`src/rtl/mem_arb_pkg.sv`:
```
// Shared types and helpers for the memory arbiter.
package mem_arb_pkg;

    typedef enum logic [1:0] {
        IDLE    = 2'd0,
        CPU_OWN = 2'd1,
        DMA_OWN = 2'd2
    } arb_state_e;

    typedef enum logic [1:0] {
        OWNER_NONE = 2'd0,
        OWNER_CPU  = 2'd1,
        OWNER_DMA  = 2'd2
    } owner_e;

    // Bits needed to hold 0..max_streak; never narrower than one bit.
    function automatic int unsigned streak_width(input int unsigned max_streak);
        return (max_streak < 32'd2) ? 32'd1 : $clog2(max_streak + 32'd1);
    endfunction

endpackage

```
`src/rtl/arb_streak_counter.sv`:
```
// Saturating count of consecutive contended CPU wins; clear has priority over increment.
module arb_streak_counter
    import mem_arb_pkg::*;
#(
    parameter int unsigned MAX_STREAK = 4,
    parameter int unsigned CNT_W      = streak_width(MAX_STREAK)
) (
    input  logic clk,
    input  logic rst_n,
    input  logic inc_i,
    input  logic clr_i,
    output logic at_limit_o
);

    localparam logic [CNT_W-1:0] LIMIT = CNT_W'(MAX_STREAK);

    logic [CNT_W-1:0] count_q;
    logic [CNT_W-1:0] count_d;

    // Next-count selection with saturation at the limit.
    always_comb begin
        count_d = count_q;
        if (clr_i) begin
            count_d = '0;
        end else if (inc_i && (count_q != LIMIT)) begin
            count_d = count_q + CNT_W'(1);
        end else begin
            count_d = count_q;
        end
    end

    // Counter register.
    always_ff @(posedge clk or negedge rst_n) begin
        if (!rst_n) begin
            count_q <= '0;
        end else begin
            count_q <= count_d;
        end
    end

    assign at_limit_o = (count_q == LIMIT);

endmodule

```
`src/rtl/memory_arbiter.sv`:
```
// CPU/DMA arbiter for the single-port program/data memory with read-data return routing.
// Optional grant/conflict counters are enabled with MEMORY_ARBITER_PERF_EN.
module memory_arbiter
    import mem_arb_pkg::*;
#(
    parameter int unsigned MAX_STREAK = 4,
    parameter int unsigned ADDR_W     = 32
) (
    input  logic              CLK,
    input  logic              RESET,
    input  logic              cpu_req,
    input  logic [ADDR_W-1:0] cpu_address,
    input  logic              cpu_read,
    input  logic [31:0]       cpu_writeData,
    input  logic [3:0]        cpu_writeMask,
    output logic              cpu_grant,
    output logic              cpu_rvalid,
    output logic [31:0]       cpu_readData,
    input  logic              dma_req,
    input  logic [ADDR_W-1:0] dma_address,
    input  logic              dma_read,
    input  logic [31:0]       dma_writeData,
    input  logic [3:0]        dma_writeMask,
    output logic              dma_grant,
    output logic              dma_rvalid,
    output logic [31:0]       dma_readData,
    output logic [ADDR_W-1:0] mem_address,
    output logic              mem_read,
    output logic [31:0]       mem_writeData,
    output logic [3:0]        mem_writeMask,
`ifdef MEMORY_ARBITER_PERF_EN
    output logic [31:0]       cpu_grant_count,
    output logic [31:0]       dma_grant_count,
    output logic [31:0]       conflict_count,
`endif
    input  logic [31:0]       mem_readData
);

    arb_state_e  state_q;
    logic        rd_pending_q;
    owner_e      rd_owner_s;
    logic        at_limit_s;
    logic [31:0] cpu_rdata_q;
    logic [31:0] dma_rdata_q;

    arb_streak_counter #(
        .MAX_STREAK (MAX_STREAK)
    ) u_streak (
        .clk        (CLK),
        .rst_n      (RESET),
        .inc_i      (cpu_grant & dma_req),
        .clr_i      (dma_grant | ~dma_req),
        .at_limit_o (at_limit_s)
    );

    // Fixed CPU priority, except DMA wins a contended cycle once the streak is exhausted.
    always_comb begin
        cpu_grant = 1'b0;
        dma_grant = 1'b0;
        if (cpu_req && !(dma_req && at_limit_s)) begin
            cpu_grant = 1'b1;
        end else if (dma_req) begin
            dma_grant = 1'b1;
        end else begin
            cpu_grant = 1'b0;
            dma_grant = 1'b0;
        end
    end

    // Memory port mirrors the winner; a read never carries write lanes.
    always_comb begin
        mem_address   = '0;
        mem_read      = 1'b0;
        mem_writeData = 32'h0000_0000;
        mem_writeMask = 4'b0000;
        if (cpu_grant) begin
            mem_address   = cpu_address;
            mem_read      = cpu_read;
            mem_writeData = cpu_writeData;
            mem_writeMask = cpu_read ? 4'b0000 : cpu_writeMask;
        end else if (dma_grant) begin
            mem_address   = dma_address;
            mem_read      = dma_read;
            mem_writeData = dma_writeData;
            mem_writeMask = dma_read ? 4'b0000 : dma_writeMask;
        end else begin
            mem_address   = '0;
            mem_read      = 1'b0;
        end
    end

    // Last-owner FSM; together with rd_pending_q it names who owns the returning read.
    always_ff @(posedge CLK or negedge RESET) begin
        if (!RESET) begin
            state_q      <= IDLE;
            rd_pending_q <= 1'b0;
        end else begin
            rd_pending_q <= (cpu_grant & cpu_read) | (dma_grant & dma_read);
            case (state_q)
                IDLE, CPU_OWN, DMA_OWN: begin
                    if (cpu_grant) begin
                        state_q <= CPU_OWN;
                    end else if (dma_grant) begin
                        state_q <= DMA_OWN;
                    end else begin
                        state_q <= IDLE;
                    end
                end
                default: state_q <= IDLE;
            endcase
        end
    end

    assign rd_owner_s = !rd_pending_q         ? OWNER_NONE :
                        (state_q == CPU_OWN)  ? OWNER_CPU  :
                        (state_q == DMA_OWN)  ? OWNER_DMA  : OWNER_NONE;

    assign cpu_rvalid = (rd_owner_s == OWNER_CPU);
    assign dma_rvalid = (rd_owner_s == OWNER_DMA);

    // Memory data is only valid during the rvalid cycle, so capture it for the hold period.
    always_ff @(posedge CLK or negedge RESET) begin
        if (!RESET) begin
            cpu_rdata_q <= 32'h0000_0000;
            dma_rdata_q <= 32'h0000_0000;
        end else begin
            cpu_rdata_q <= cpu_rvalid ? mem_readData : cpu_rdata_q;
            dma_rdata_q <= dma_rvalid ? mem_readData : dma_rdata_q;
        end
    end

    assign cpu_readData = cpu_rvalid ? mem_readData : cpu_rdata_q;
    assign dma_readData = dma_rvalid ? mem_readData : dma_rdata_q;

`ifdef MEMORY_ARBITER_PERF_EN
    // Free-running wrapping performance counters.
    always_ff @(posedge CLK or negedge RESET) begin
        if (!RESET) begin
            cpu_grant_count <= 32'd0;
            dma_grant_count <= 32'd0;
            conflict_count  <= 32'd0;
        end else begin
            cpu_grant_count <= cpu_grant_count + {31'd0, cpu_grant};
            dma_grant_count <= dma_grant_count + {31'd0, dma_grant};
            conflict_count  <= conflict_count + {31'd0, cpu_req & dma_req};
        end
    end
`endif

endmodule
```
`config.mk`:
```
export PLATFORM = sky130hd
export DESIGN_NAME = memory_arbiter
export DESIGN_NICKNAME = d
export VERILOG_FILES = /design/src/rtl/mem_arb_pkg.sv /design/src/rtl/arb_streak_counter.sv /design/src/rtl/memory_arbiter.sv
export SDC_FILE = /design/constraint.sdc
export NUM_CORES = 1
export LEC_CHECK = 0
export BUFFER_PORTS_ARGS = -buffer_cell sky130_fd_sc_hd__buf_2
export CORE_AREA = 4 4 119 121
export DETAILED_ROUTE_END_ITERATION = 8
export DIE_AREA = 0 0 123 125
export HOLD_SLACK_MARGIN = 0.08
export PLACE_DENSITY_LB_ADDON = 0.05
export SETUP_SLACK_MARGIN = 0.05
export SYNTH_ARGS = -nofsm -noshare
export SYNTH_HDL_FRONTEND = slang
export SYNTH_SLANG_ARGS = --single-unit
export TNS_END_PERCENT = 100
```
`constraint.sdc`:
```
create_clock -name CLK -period 2 [get_ports CLK]
set_clock_uncertainty 0.2 [all_clocks]
set_input_delay 0.3 -clock CLK [delete_from_list [all_inputs] [get_ports CLK]]
set_output_delay 0.3 -clock CLK [all_outputs]
set_load 0.03 [all_outputs]
```
# Word-level counts from Yosys, hierarchy flattened
# Cells that the tools add are included.
# word_totals
output_inout_bits	137
ff_bits	70
input_bits	174
wordCells	48
# op_classes
mux	23
n_bitwise	6
add_sub_neg	1
n_reduce_logical	7
n_eq_ne	6
# ops
cell	count
$mux W32	6
$mux W4	4
$mux W2	6
$mux W3	2
$mux W1	5
$eq A2 B1 Y1 const B	2
$eq A2 B2 Y1 const B	2
$add A3 B1 Y3 const B	1
$and A1 B1 Y1	3
$eq A3 B3 Y1 const B	1
$logic_and A1 B1 Y1	3
$ne A3 B3 Y1 const B	1
$reduce_or A3 Y1	1
$logic_not A2 Y1	1
$or A1 B1 Y1	2
$reduce_bool A2 Y1	1
$logic_not A1 Y1	1
$not A1 Y1	1

# Logic depth before layout (Yosys ltp)
# Gate-level depths: netlist (run 1).
# logic_depth
word_depth	9
mapped_depth	7
depth_no_buf	5

# Modules after synthesis
# A second synthesis (run 1) with hierarchy kept.
# unflattened
cells_unflattened	391
area_unflattened_um2	4201.5
# modules_own_cells
module	cells_each	area_each_um2	seq_area_each_um2	n_inst
memory_arbiter	373	4003.8	1676.6	1
arb_streak_counter	18	197.7	75.1	1

# Worst setup path before layout (run 1)
# OpenSTA, ideal clock, no wires.
# synth_path
kind	reg2out
startpoint	reg u_streak.count_q[0]
endpoint	out mem_address[19]
path_buffers	2
slack_ps	5
t_required_ps	1500
stages_incl_launch_ff	8
arrival_time_ps	1495
path_cell_list	dfrtp_1 > inv_1 > ha_1 > nand3_1 > and2_4 > buf_6 > buf_6 > a22o_1
# synth_via
word_cells_on_any_way	8
cone_classes	1 x eq/ne; 4 x mux; 3 x reduce/logical
# synth_lines
element	line	text
start: declaration	arb_streak_counter.sv:17	logic [CNT_W-1:0] count_q;
start signal: assignment	arb_streak_counter.sv:37	count_q <= count_d;
$eq A3 B3 Y1	arb_streak_counter.sv:41	assign at_limit_o = (count_q == LIMIT);
$logic_and A1 B1 Y1	memory_arbiter.sv:60	if (cpu_req && !(dma_req && at_limit_s)) begin
$logic_not A1 Y1	memory_arbiter.sv:60	
$logic_and A1 B1 Y1	memory_arbiter.sv:60	
$mux W1	memory_arbiter.sv:60	
net cpu_grant	memory_arbiter.sv:16	output logic cpu_grant,
$mux W32	memory_arbiter.sv:76	if (cpu_grant) begin
end: declaration	memory_arbiter.sv:27	output logic [ADDR_W-1:0] mem_address,
# The timed path passes the listed nets, and every way through them passes these cells.

# Worst setup path in the final report (run 1)
# layout_path
startpoint	reg u_streak.count_q[1]
endpoint	out mem_address[0]
# layout_via
elab_chain_cells	7
word_cells_on_any_way	8
cone_classes	1 x eq/ne; 4 x mux; 3 x reduce/logical
# layout_lines
element	line	text
$eq A3 B3 Y1 (*)	arb_streak_counter.sv:41	
$logic_and A1 B1 Y1 (*)	memory_arbiter.sv:60	
$logic_not A1 Y1 (*)	memory_arbiter.sv:60	
$logic_and A1 B1 Y1 (*)	memory_arbiter.sv:60	
$mux W1	memory_arbiter.sv:60	
$mux W32	memory_arbiter.sv:81	end else if (dma_grant) begin
$mux W32 (*)	memory_arbiter.sv:76	
# Every way passes the cells marked *; elsewhere a longest branch is shown, timed or not.

==> results of run 1 <==
[cells by family (layout without fill, tap and decap cells)]
kind of cell	after synthesis	count (layout)	synth area share
muxes	65	65	0.212
buffers and inverters	27	428	0.0545
and+or+nand+nor	13	13	0.0298
AOI/OAI and AO/OA	73	73	0.188
DFF	70	70	0.509
adders and majority gates	2	2	0.00727
[layer usage]
layer  vias up  GRT usage  routed length (um)
li1       1755          -                   -
met5         -          0                   0
met1      1847      0.212                5910
met2       174      0.388                9100
met3        23     0.0601                1220
met4         0     0.0651                 384
[power groups by stage]
stage / clock network [uW] / logic, uW / registers [uW]
after floorplan: 0 / 1600 / 1840
after global placement: 0 / 2360 / 1850
after detailed placement: 0 / 2380 / 1870
after CTS: 1640 / 3430 / 1860
after global routing: 1710 / 3770 / 1900
final: 1590 / 3600 / 1870
[sequential cells by signal (all words and copies together) (netlist names)]
name / count
cpu_rdata_q: 32
dma_rdata_q: 32
rd_pending_q: 1
state_q: 2
u_streak.count_q: 3
[cell type report]
class | instances | share of cell area
clock buffer | 9 | 0.0287
multi-input combinational | 153 | 0.249
sequential | 70 | 0.223
timing repair buffer | 406 | 0.458
inverter | 6 | 0.00319
clock inverter | 7 | 0.00940
tap | 176 | 0.0280
[how the worst min path moves through the flow]
stage | start | end | slack, ns | depth (start not counted)
3_5_place_dp | RESET | cpu_rdata_q[19]$_DFF_PN0_ | 0.16 | 2
5_1_grt | dma_req | u_streak.count_q[1]$_DFFE_PN0P_ | 0.10 | 2
3_3_place_gp | RESET | cpu_rdata_q[19]$_DFF_PN0_ | 0.16 | 2
4_1_cts | dma_req | u_streak.count_q[1]$_DFFE_PN0P_ | 0.09 | 2
6_report | dma_req | u_streak.count_q[1]$_DFFE_PN0P_ | 0.11 | 2
2_1_floorplan | RESET | cpu_rdata_q[0]$_DFF_PN0_ | -0.20 | 0
[synth_stat cells (all sizes together) (2+ instances only)]
cell type | count | share of area
buf | 21 | 0.048
a21boi | 2 | 0.0055
dfrtp | 70 | 0.51
inv | 6 | 0.0065
nand2 | 2 | 0.0022
nand3b | 2 | 0.012
ha | 2 | 0.0073
nor2 | 3 | 0.0040
a22o | 69 | 0.18
mux2 | 64 | 0.21
[repair_timing]
action                     4_1_cts  5_1_grt
pin swaps                        7        4
hold endpoints to repair       130        0
hold buffers                    36        0
setup endpoints to repair      135      137
setup buffers                   23       17
gates resized for setup        352       34
gates cloned                     9        2
[cell usage in the layout (no fill, tap or decap), drive strengths merged, types with 2 or more instances in the layout]
| cell type | instances |
|---|---|
| nand2 | 2 |
| nor2 | 3 |
| inv | 7 |
| a21boi | 2 |
| dlygate4sd3 | 36 |
| clkinv | 4 |
| mux2 | 64 |
| a22o | 69 |
| ha | 2 |
| nand3b | 2 |
| dfrtp | 70 |
| clkbuf | 11 |
| buf | 368 |
[stage by stage]
step	setup TNS [ns]	cell area (um^2)	utilization
CTS	-37.62	7620	0.583
floorplan	0	3580	-
finish	-33.57	7850	0.600
global placement	-2.53	5380	0.411
global route	-41.98	7850	0.600
detailed placement	-3.14	5380	0.411
==> reports/qor.yml, run 1 <==
cp_max_fo: 35
dr.pass1.iters: 4
cts.path.max_buffers: 2
p_per_area_mw_per_mm2: 899
grt_pass1_wl_mm: 24.0
final_nets: 822
antenna_left: 0
cpMostUsedCell: "buf_6"
place_hpwl_mm: 11.6
grt_antenna_before_repair: 0
synth_edf_count: 0
worst_pin_slew_ns: 0.378
yosysUniqueCellTypes: 24
switching_share: 0.351
fin_crit_sh: 1.18
start_kind: "register"
rrSetupSlack_ns: 0.10
grt-ovfl-total: 0
layout_min_cycle_time_ns: 2.35
r2r_end: "rd_pending_q$_DFF_PN0_"
syn_inst: 250
ys_seq_area_frac: 0.509
status: "complete, but fails checks"
rr_startpoint: "u_streak.count_q[1]$_DFFE_PN0P_"
synthArstFlopShare: 1.00
routed_via_density: 4.59
core_mm2: 0.0131
numCtsBuffers: 9
die_w_um: 123
crit_family: "buffers and inverters"
ys.flop_type: "dfrtp_1"
post-place-ws_ns: -0.147
multiInputGateArea_mm2: 0.00196
root_buffer: "clkbuf_16"
syn_area_per_cell_um2: 13.8
route.detailed.drc: 0
slew_headroom: 0.748
crit_buf_inv: 4
crit_arrival_ns: 1.85
drt-initial-drc-count: 108
grt_max_degree: 71
peakVddDrop_mv: 0.409
leakage_uw: 0.00414
failed_checks: "negative setup slack"
syn-num-nets: 426
drt-wirelength-per-cell_um: 20.1
dp.cells: 727
hold_slack_ns: 0.107
area_growth_pct: 128
worstSetupPathType: "register to primary output"
rsz0062_at_grt: "true"
dieHeight_um: 125
path_clk_slew_ns: 0.06
setup_viol: 135
critPathMaxStageDelay_ns: 0.39
cp-startpoint: "u_streak.count_q[1]$_DFFE_PN0P_"
clock-sinks: 70
critPathRequiredTime_ns: 1.50
place_congestion: 0.891
ys_ff_latch: 70
worst-path-stages: 8
seqPwrFrac: 0.265
stdcell_count: 827
p_int_uw: 4580
grt_pass1_vias: 4263
dieArea_mm2: 0.0154
grt_usage: 0.205
fmax_mhz: 426
yosysWarnings: 0
row_count: 42
pwr-share-comb: 0.511
hold_path_class: "input port to register"
n_antenna_cell: 0
crit_chain: "inv_2 -> ha_4 -> buf_6 -> a21boi_4 -> nor2_4 -> buf_12 -> a22o_2 -> buf_6"
insertion_delay_ns: 0.33
regArea_mm2: 0.00175
switching_power_uw: 2480
via_count: 3799
syn_area_mm2: 0.00344
port_buffers: 310
cap_viol_max_count: 0
wl_mm: 16.6
cp_slowest_cell: "dfrtp_1"
cts_max_level: 3
power_uw: 7060
cts_tree: "built"
reg2reg_depth: 8
fillerInstances: 1062
worstSetupEndpointType: "primary output"
initial_utilization: 0.263
maxSlewViolCount: 0
final.setup.worst_slack_ns: -0.350
clockPowerShare: 0.225
crit_end: "mem_address[0]"
final_layout_size_suffix_gt1_frac: 0.814
ios: 311
hold_viol: 0
Note: power is estimated with default switching activity, not from simulation.
==> inputs of run 2 (changes only) <==
==> constraint.sdc (replaced) <==
create_clock -name CLK -period 2.2 [get_ports CLK]
set_clock_uncertainty 0.2 [all_clocks]
set_input_delay 0.33 -clock CLK [delete_from_list [all_inputs] [get_ports CLK]]
set_output_delay 0.33 -clock CLK [all_outputs]
set_load 0.03 [all_outputs]
==> run 2 against run 1 <==
Net effect:
- combinational power is 11% lower
- design area is 3.0% lower
- global-route usage is 0.29 points higher
- first-iteration DRC count is 69% higher
- largest cell class unchanged
- wire length is 3.9% higher
- core utilization is 1.8 points lower
- the run still ends with negative setup slack left
- register-to-register slack better by 0.33 ns
- power is 12% lower
==> reports/qor.yml, run 2 (synthesis gave the netlist of run 1 again) <==
status: "complete, but fails checks"  # unchanged
failed_checks: "negative setup slack"  # unchanged
worst_pin_slew_ns: 0.408  # was 0.378 ns
path_clk_slew_ns: 0.05  # was 0.06 ns
root_buffer: "clkbuf_16"  # unchanged
critPathRequiredTime_ns: 1.67  # was 1.50 ns
row_count: 42  # unchanged
post-place-ws_ns: -0.00376  # was -0.147 ns
fin_crit_sh: 1.11
cts.path.max_buffers: 2  # unchanged
cp_max_fo: 9  # was 35
place_hpwl_mm: 12.0  # was 11.6 mm
maxSlewViolCount: 0  # unchanged
dr.pass1.iters: 4  # unchanged
area_growth_pct: 121  # was 128%
ios: 311  # unchanged
start_kind: "register"  # unchanged
hold_path_class: "input port to register"  # unchanged
regArea_mm2: 0.00175  # about the same
final_nets: 818  # was 822
rrSetupSlack_ns: 0.43  # was 0.10 ns
stdcell_count: 822  # was 827
cts_max_level: 3  # unchanged
reg2reg_depth: 6  # was 8
grt_max_degree: 71  # unchanged
rsz0062_at_grt: "true"  # unchanged
antenna_left: 0  # unchanged
insertion_delay_ns: 0.32  # was 0.33 ns
grt-ovfl-total: 0  # unchanged
dieArea_mm2: 0.0154  # unchanged
port_buffers: 310  # unchanged
final_core_util: 0.582  # was 0.600
grt_usage: 0.207  # was 0.205
layout_min_cycle_time_ns: 2.43
place_congestion: 0.963  # was 0.891
whs_endpoint: "rd_pending_q$_DFF_PN0_"  # was u_streak.count_q[1]$_DFFE_PN0P_
setup_viol: 124  # was 135
routed_via_density: 4.63  # was 4.59
die_w_um: 123  # unchanged
crit_arrival_ns: 1.90  # was 1.85 ns
r2r_end: "dma_rdata_q[4]$_DFF_PN0_"  # was rd_pending_q$_DFF_PN0_
p_per_area_mw_per_mm2: 820  # was 899 mW/mm^2
worstSetupEndpointType: "primary output"  # unchanged
fmax_mhz: 411
leakage_uw: 0.00402  # was 0.00414 uW
drt-wirelength-per-cell_um: 21.0  # was 20.1 um
fillerInstances: 1127  # was 1062
grt_antenna_before_repair: 1  # was 0
worstSetupPathType: "register to primary output"  # unchanged
final_layout_size_suffix_gt1_frac: 0.724  # was 0.814
n_antenna_cell: 0  # unchanged
via_count: 3808  # was 3799
grt_pass1_vias: 4063  # was 4263
cap_viol_max_count: 0  # unchanged
fin_setup_tns_ns: -14.11  # was -33.57 ns
hp-start: "cpu_read"  # was dma_req
grt_pass1_wl_mm: 24.1  # was 24.0 mm
slew_headroom: 0.728  # was 0.748
multiInputGateArea_mm2: 0.00183  # was 0.00196 mm^2
rr_startpoint: "state_q[0]$_DFF_PN0_"  # was u_streak.count_q[1]$_DFFE_PN0P_
final.setup.worst_slack_ns: -0.235  # was -0.350 ns
core_mm2: 0.0131  # unchanged
dieHeight_um: 125  # unchanged
mostFrequentLayoutCell: "buf_2"  # unchanged
power_uw: 6240  # was 7060 uW
numCtsBuffers: 9  # unchanged
clock-sinks: 70  # unchanged
cts_tree: "built"  # unchanged
final_cell_mix: "buf_2 (174), buf_6 (135), dfrtp_1 (68), a22o_1 (64), mux2_4 (61)"  # was buf_2 (174), buf_6 (139), dfrtp_1 (69), mux2_4 (64), a22o_2 (53)
route.detailed.drc: 0  # unchanged
wl_mm: 17.3  # was 16.6 mm
top_regs: "cpu_rdata_q (32), dma_rdata_q (32), u_streak.count_q (3)"  # unchanged
dp.cells: 728  # was 727
initial_utilization: 0.263  # unchanged
peakVddDrop_mv: 0.360  # was 0.409 mV
whs_path_depth: 2  # unchanged
drt-initial-drc-count: 182  # was 108
hold_viol: 0  # unchanged
==> run 2: through the flow <==
stage                     instance area (um^2)  hold slack [ns]
after floorplan                           3440           -0.166
after global placement                    5250            0.185
after detailed placement                  5250            0.191
after CTS                                 7010           0.0822
after global routing                      7620            0.107
final                                     7620            0.102
==> run 2: how the worst max path moves through the flow <==
stage	startpoint	endpoint	slack, ns	cells past startpoint
after global routing	u_streak.count_q[1]$_DFFE_PN0P_	mem_address[22]	-0.30	9
after global placement	u_streak.count_q[0]$_DFFE_PN0P_	mem_address[25]	0.006	7
final	u_streak.count_q[1]$_DFFE_PN0P_	mem_address[3]	-0.23	9
after CTS	u_streak.count_q[0]$_DFFE_PN0P_	mem_address[25]	-0.24	7
after detailed placement	u_streak.count_q[0]$_DFFE_PN0P_	mem_address[25]	-0.004	7
after floorplan	u_streak.count_q[0]$_DFFE_PN0P_	mem_address[19]	0.17	7
==> run 2: metal layers <==
metal,GRT usage,up-vias,part of all wire
li1,-,1741,-
met1,0.244,1865,0.38
met2,0.358,179,0.52
met3,0.0655,21,0.076
met4,0.0658,2,0.019
met5,0,-,0.00075
==> run 2: power breakdown <==
group          switching [uW]  internal [uW]  total (uW)
clock                     551            786        1340
sequential                101           1600        1700
combinational            1600           1600        3200
total                    2250           3990        6240
==> run 2: timing repair <==
| item | in CTS | in global routing |
|---|---|---|
| pin swaps | 6 | 8 |
| hold endpoints to repair | 123 | 1 |
| endpoints found under the setup margin | 135 | 135 |
| gates cloned | 10 | 3 |
| resized for setup | 242 | 160 |
| setup buffers | 22 | 21 |
| hold buffers | 31 | 1 |
==> run 2: critical path, cell delays in order (launching register included) <==
cell and delay (ns):
dfrtp_1 0.37, inv_2 0.06, ha_4 0.16, buf_6 0.11, a21boi_4 0.17, nor2_4 0.08
buf_12 0.15, buf_16 0.13, a22o_1 0.20, buf_6 0.14
==> run 2: layout make-up <==
class / count / area share
clock buffers: 10 / 0.0314
clock inverters: 5 / 0.00476
flip-flops and latches: 70 / 0.230
inverters: 6 / 0.00296
repair buffers: 401 / 0.462
multi-input cells: 154 / 0.240
well taps: 176 / 0.0289
==> inputs of run 3 (changes only) <==
--- a/config.mk
+++ b/config.mk
@@ -10,6 +10,7 @@
 export DETAILED_ROUTE_END_ITERATION = 8
 export DIE_AREA = 0 0 123 125
 export HOLD_SLACK_MARGIN = 0.08
+export MAX_ROUTING_LAYER = met4
 export PLACE_DENSITY_LB_ADDON = 0.05
 export SETUP_SLACK_MARGIN = 0.05
 export SYNTH_ARGS = -nofsm -noshare
==> run 3 against run 2 <==
Net effect:
- the flow still finishes with violations (negative setup slack)
- die area is the same
- wire length decreased by 7.2%
- setup slack better by 0.034 ns
- hold slack worse by 0.0091 ns
- first-iteration DRC count fell by 31%
- design area fell by 3.4%
- final cell count is 0.73% lower
- maximum frequency rose by 1.4%
==> reports/qor.yml, run 3 (synthesis gave the netlist of run 1 again) <==
final_nets: 812  # was 818
wl_mm: 16.0  # was 17.3 mm
grt_pass1_wl_mm: 23.6  # was 24.1 mm
routed_via_density: 4.55  # was 4.63
setup_viol: 97  # was 124
worst-path-stages: 8  # was 9
cap_viol_max_count: 0  # unchanged
drt-wirelength-per-cell_um: 19.6  # was 21.0 um
route.detailed.drc: 0  # unchanged
final.setup.worst_slack_ns: -0.201  # was -0.235 ns
worstSetupPathType: "register to primary output"  # unchanged
critPathMaxStageDelay_ns: 0.38  # was 0.37 ns
grt_max_degree: 71  # unchanged
pwr-share-comb: 0.500  # was 0.513
grt-ovfl-total: 0  # unchanged
final_cell_mix: "buf_2 (178), buf_6 (135), a22o_1 (68), dfrtp_1 (68), mux2_4 (36)"  # was buf_2 (174), buf_6 (135), dfrtp_1 (68), a22o_1 (64), mux2_4 (61)
hold_viol: 0  # unchanged
fin_crit_sh: 1.09  # was 1.11
seqPwrFrac: 0.274  # was 0.273
leakage_uw: 0.00383  # was 0.00402 uW
grt_antenna_before_repair: 0  # was 1
place_hpwl_mm: 11.8  # was 12.0 mm
maxSlewViolCount: 0  # unchanged
numCtsBuffers: 9  # unchanged
dr.pass1.iters: 4  # unchanged
crit_family: "buffers and inverters"  # unchanged
rsz0062_at_grt: "true"  # unchanged
worst_pin_slew_ns: 0.370  # was 0.408 ns
critPathRequiredTime_ns: 1.67  # about the same
p_int_uw: 3980  # was 3990 uW
cp_max_fo: 32  # was 9
failed_checks: "negative setup slack"  # unchanged
cts_max_level: 3  # unchanged
antenna_left: 0  # unchanged
r2r_end: "dma_rdata_q[9]$_DFF_PN0_"  # was dma_rdata_q[4]$_DFF_PN0_
dieHeight_um: 125  # unchanged
slew_headroom: 0.753  # was 0.728
cts_tree: "built"  # unchanged
dieArea_mm2: 0.0154  # unchanged
area_growth_pct: 114  # was 121%
ios: 311  # unchanged
place_congestion: 0.986  # was 0.963
via_count: 3716  # was 3808
drt-initial-drc-count: 126  # was 182
n_antenna_cell: 0  # unchanged
fillerInstances: 1150  # was 1127
clock-sinks: 70  # unchanged
root_buffer: "clkbuf_16"  # unchanged
die_w_um: 123  # unchanged
reg2reg_depth: 5  # was 6
insertion_delay_ns: 0.32  # about the same
crit_chain: "inv_1 -> ha_2 -> buf_6 -> a21boi_4 -> nor2_4 -> buf_12 -> a22o_1 -> buf_4"  # was inv_2 -> ha_4 -> buf_6 -> a21boi_4 -> nor2_4 -> buf_12 -> buf_16 -> a22o_1 -> buf_6
rrSetupSlack_ns: 0.49  # was 0.43 ns
initial_utilization: 0.263  # unchanged
grt_usage: 0.206  # was 0.207
peakVddDrop_mv: 0.403  # was 0.360 mV
crit_arrival_ns: 1.87  # was 1.90 ns
switching_power_uw: 2160  # was 2250 uW
final_layout_size_suffix_gt1_frac: 0.714  # was 0.724
layout_min_cycle_time_ns: 2.40  # was 2.43 ns
hold_path_class: "input port to register"  # unchanged
cp-startpoint: "u_streak.count_q[0]$_DFFE_PN0P_"  # was u_streak.count_q[1]$_DFFE_PN0P_
fmax_mhz: 417  # was 411 MHz
top_regs: "cpu_rdata_q (32), dma_rdata_q (32), u_streak.count_q (3)"  # unchanged
grt_pass1_vias: 4150  # was 4063
crit_end: "mem_writeData[9]"  # was mem_address[3]
post-place-ws_ns: 0.0312  # was -0.00376 ns
crit_buf_inv: 4  # was 5
p_per_area_mw_per_mm2: 835  # was 820 mW/mm^2
fin_setup_tns_ns: -11.12  # was -14.11 ns
final_core_util: 0.562  # was 0.582
mostFrequentLayoutCell: "buf_2"  # unchanged
status: "complete, but fails checks"  # unchanged
port_buffers: 310  # unchanged
cts.path.max_buffers: 2  # unchanged
path_clk_slew_ns: 0.06  # was 0.05 ns
start_kind: "register"  # unchanged
cp_slowest_cell: "dfrtp_1"  # unchanged
clockPowerShare: 0.226  # was 0.214
switching_share: 0.352  # was 0.361
dp.cells: 729  # was 728
core_mm2: 0.0131  # unchanged
rr_startpoint: "state_q[0]$_DFF_PN0_"  # unchanged
stdcell_count: 816  # was 822
worstSetupEndpointType: "primary output"  # unchanged
row_count: 42  # unchanged
==> run 3: worst min path at each step <==
stage	start	to	depth (start not counted)
2_1_floorplan	RESET	cpu_rdata_q[0]$_DFF_PN0_	0
3_3_place_gp	RESET	dma_rdata_q[15]$_DFF_PN0_	2
3_5_place_dp	RESET	dma_rdata_q[15]$_DFF_PN0_	2
4_1_cts	mem_readData[14]	cpu_rdata_q[14]$_DFF_PN0_	2
5_1_grt	mem_readData[28]	cpu_rdata_q[28]$_DFF_PN0_	2
6_report	mem_readData[28]	cpu_rdata_q[28]$_DFF_PN0_	2
==> run 3: layer usage <==
layer  global-route usage  vias to the layer above  part of all wire
met1                0.239                     1790              0.38
met4               0.0664                        0             0.023
li1                     -                     1731                 -
met5                    -                        -                 0
met2                0.345                      174              0.52
met3               0.0560                       21             0.078
==> run 3: per-stage QoR <==
stage / power [uW] / instance area, um^2 / hold WS, ns
after CTS: 5980 / 7070 / 0.0816
after global routing: 6440 / 7360 / 0.0847
final: 6140 / 7360 / 0.0934
after detailed placement: 3840 / 5270 / 0.187
after global placement: 3810 / 5270 / 0.185
after floorplan: 3090 / 3440 / -0.166
==> run 3: power by group through the flow <==
stage	combinational, uW	clock (uW)	sequential (uW)
2_1_floorplan	1420	0	1670
3_3_place_gp	2130	0	1680
3_5_place_dp	2140	0	1700
4_1_cts	2870	1430	1680
5_1_grt	3230	1490	1720
6_report	3070	1390	1690
==> run 3: cell type report <==
class	instances	area, um^2	area share
Tap cell	176	220	0.0299
Clock inverter	6	63.8	0.00867
Timing Repair Buffer	395	3380	0.460
Clock buffer	9	225	0.0306
Sequential cell	70	1750	0.238
Inverter	6	22.5	0.00306
Multi-Input combinational cell	154	1690	0.229
==> run 3: worst register-to-register path, cell delays in order (launching register included) <==
cell and delay (ns):
dfrtp_1 0.41, nand3b_4 0.24, buf_12 0.17, buf_12 0.14, mux2_4 0.31, buf_4 0.13
==> run 3: what timing repair did <==
action	CTS	global route
gates cloned	8	2
pin swaps	5	3
gates resized for setup	264	84
hold endpoints to repair	116	0
setup buffers	23	15
hold buffers	30	0
setup endpoints to repair	135	136
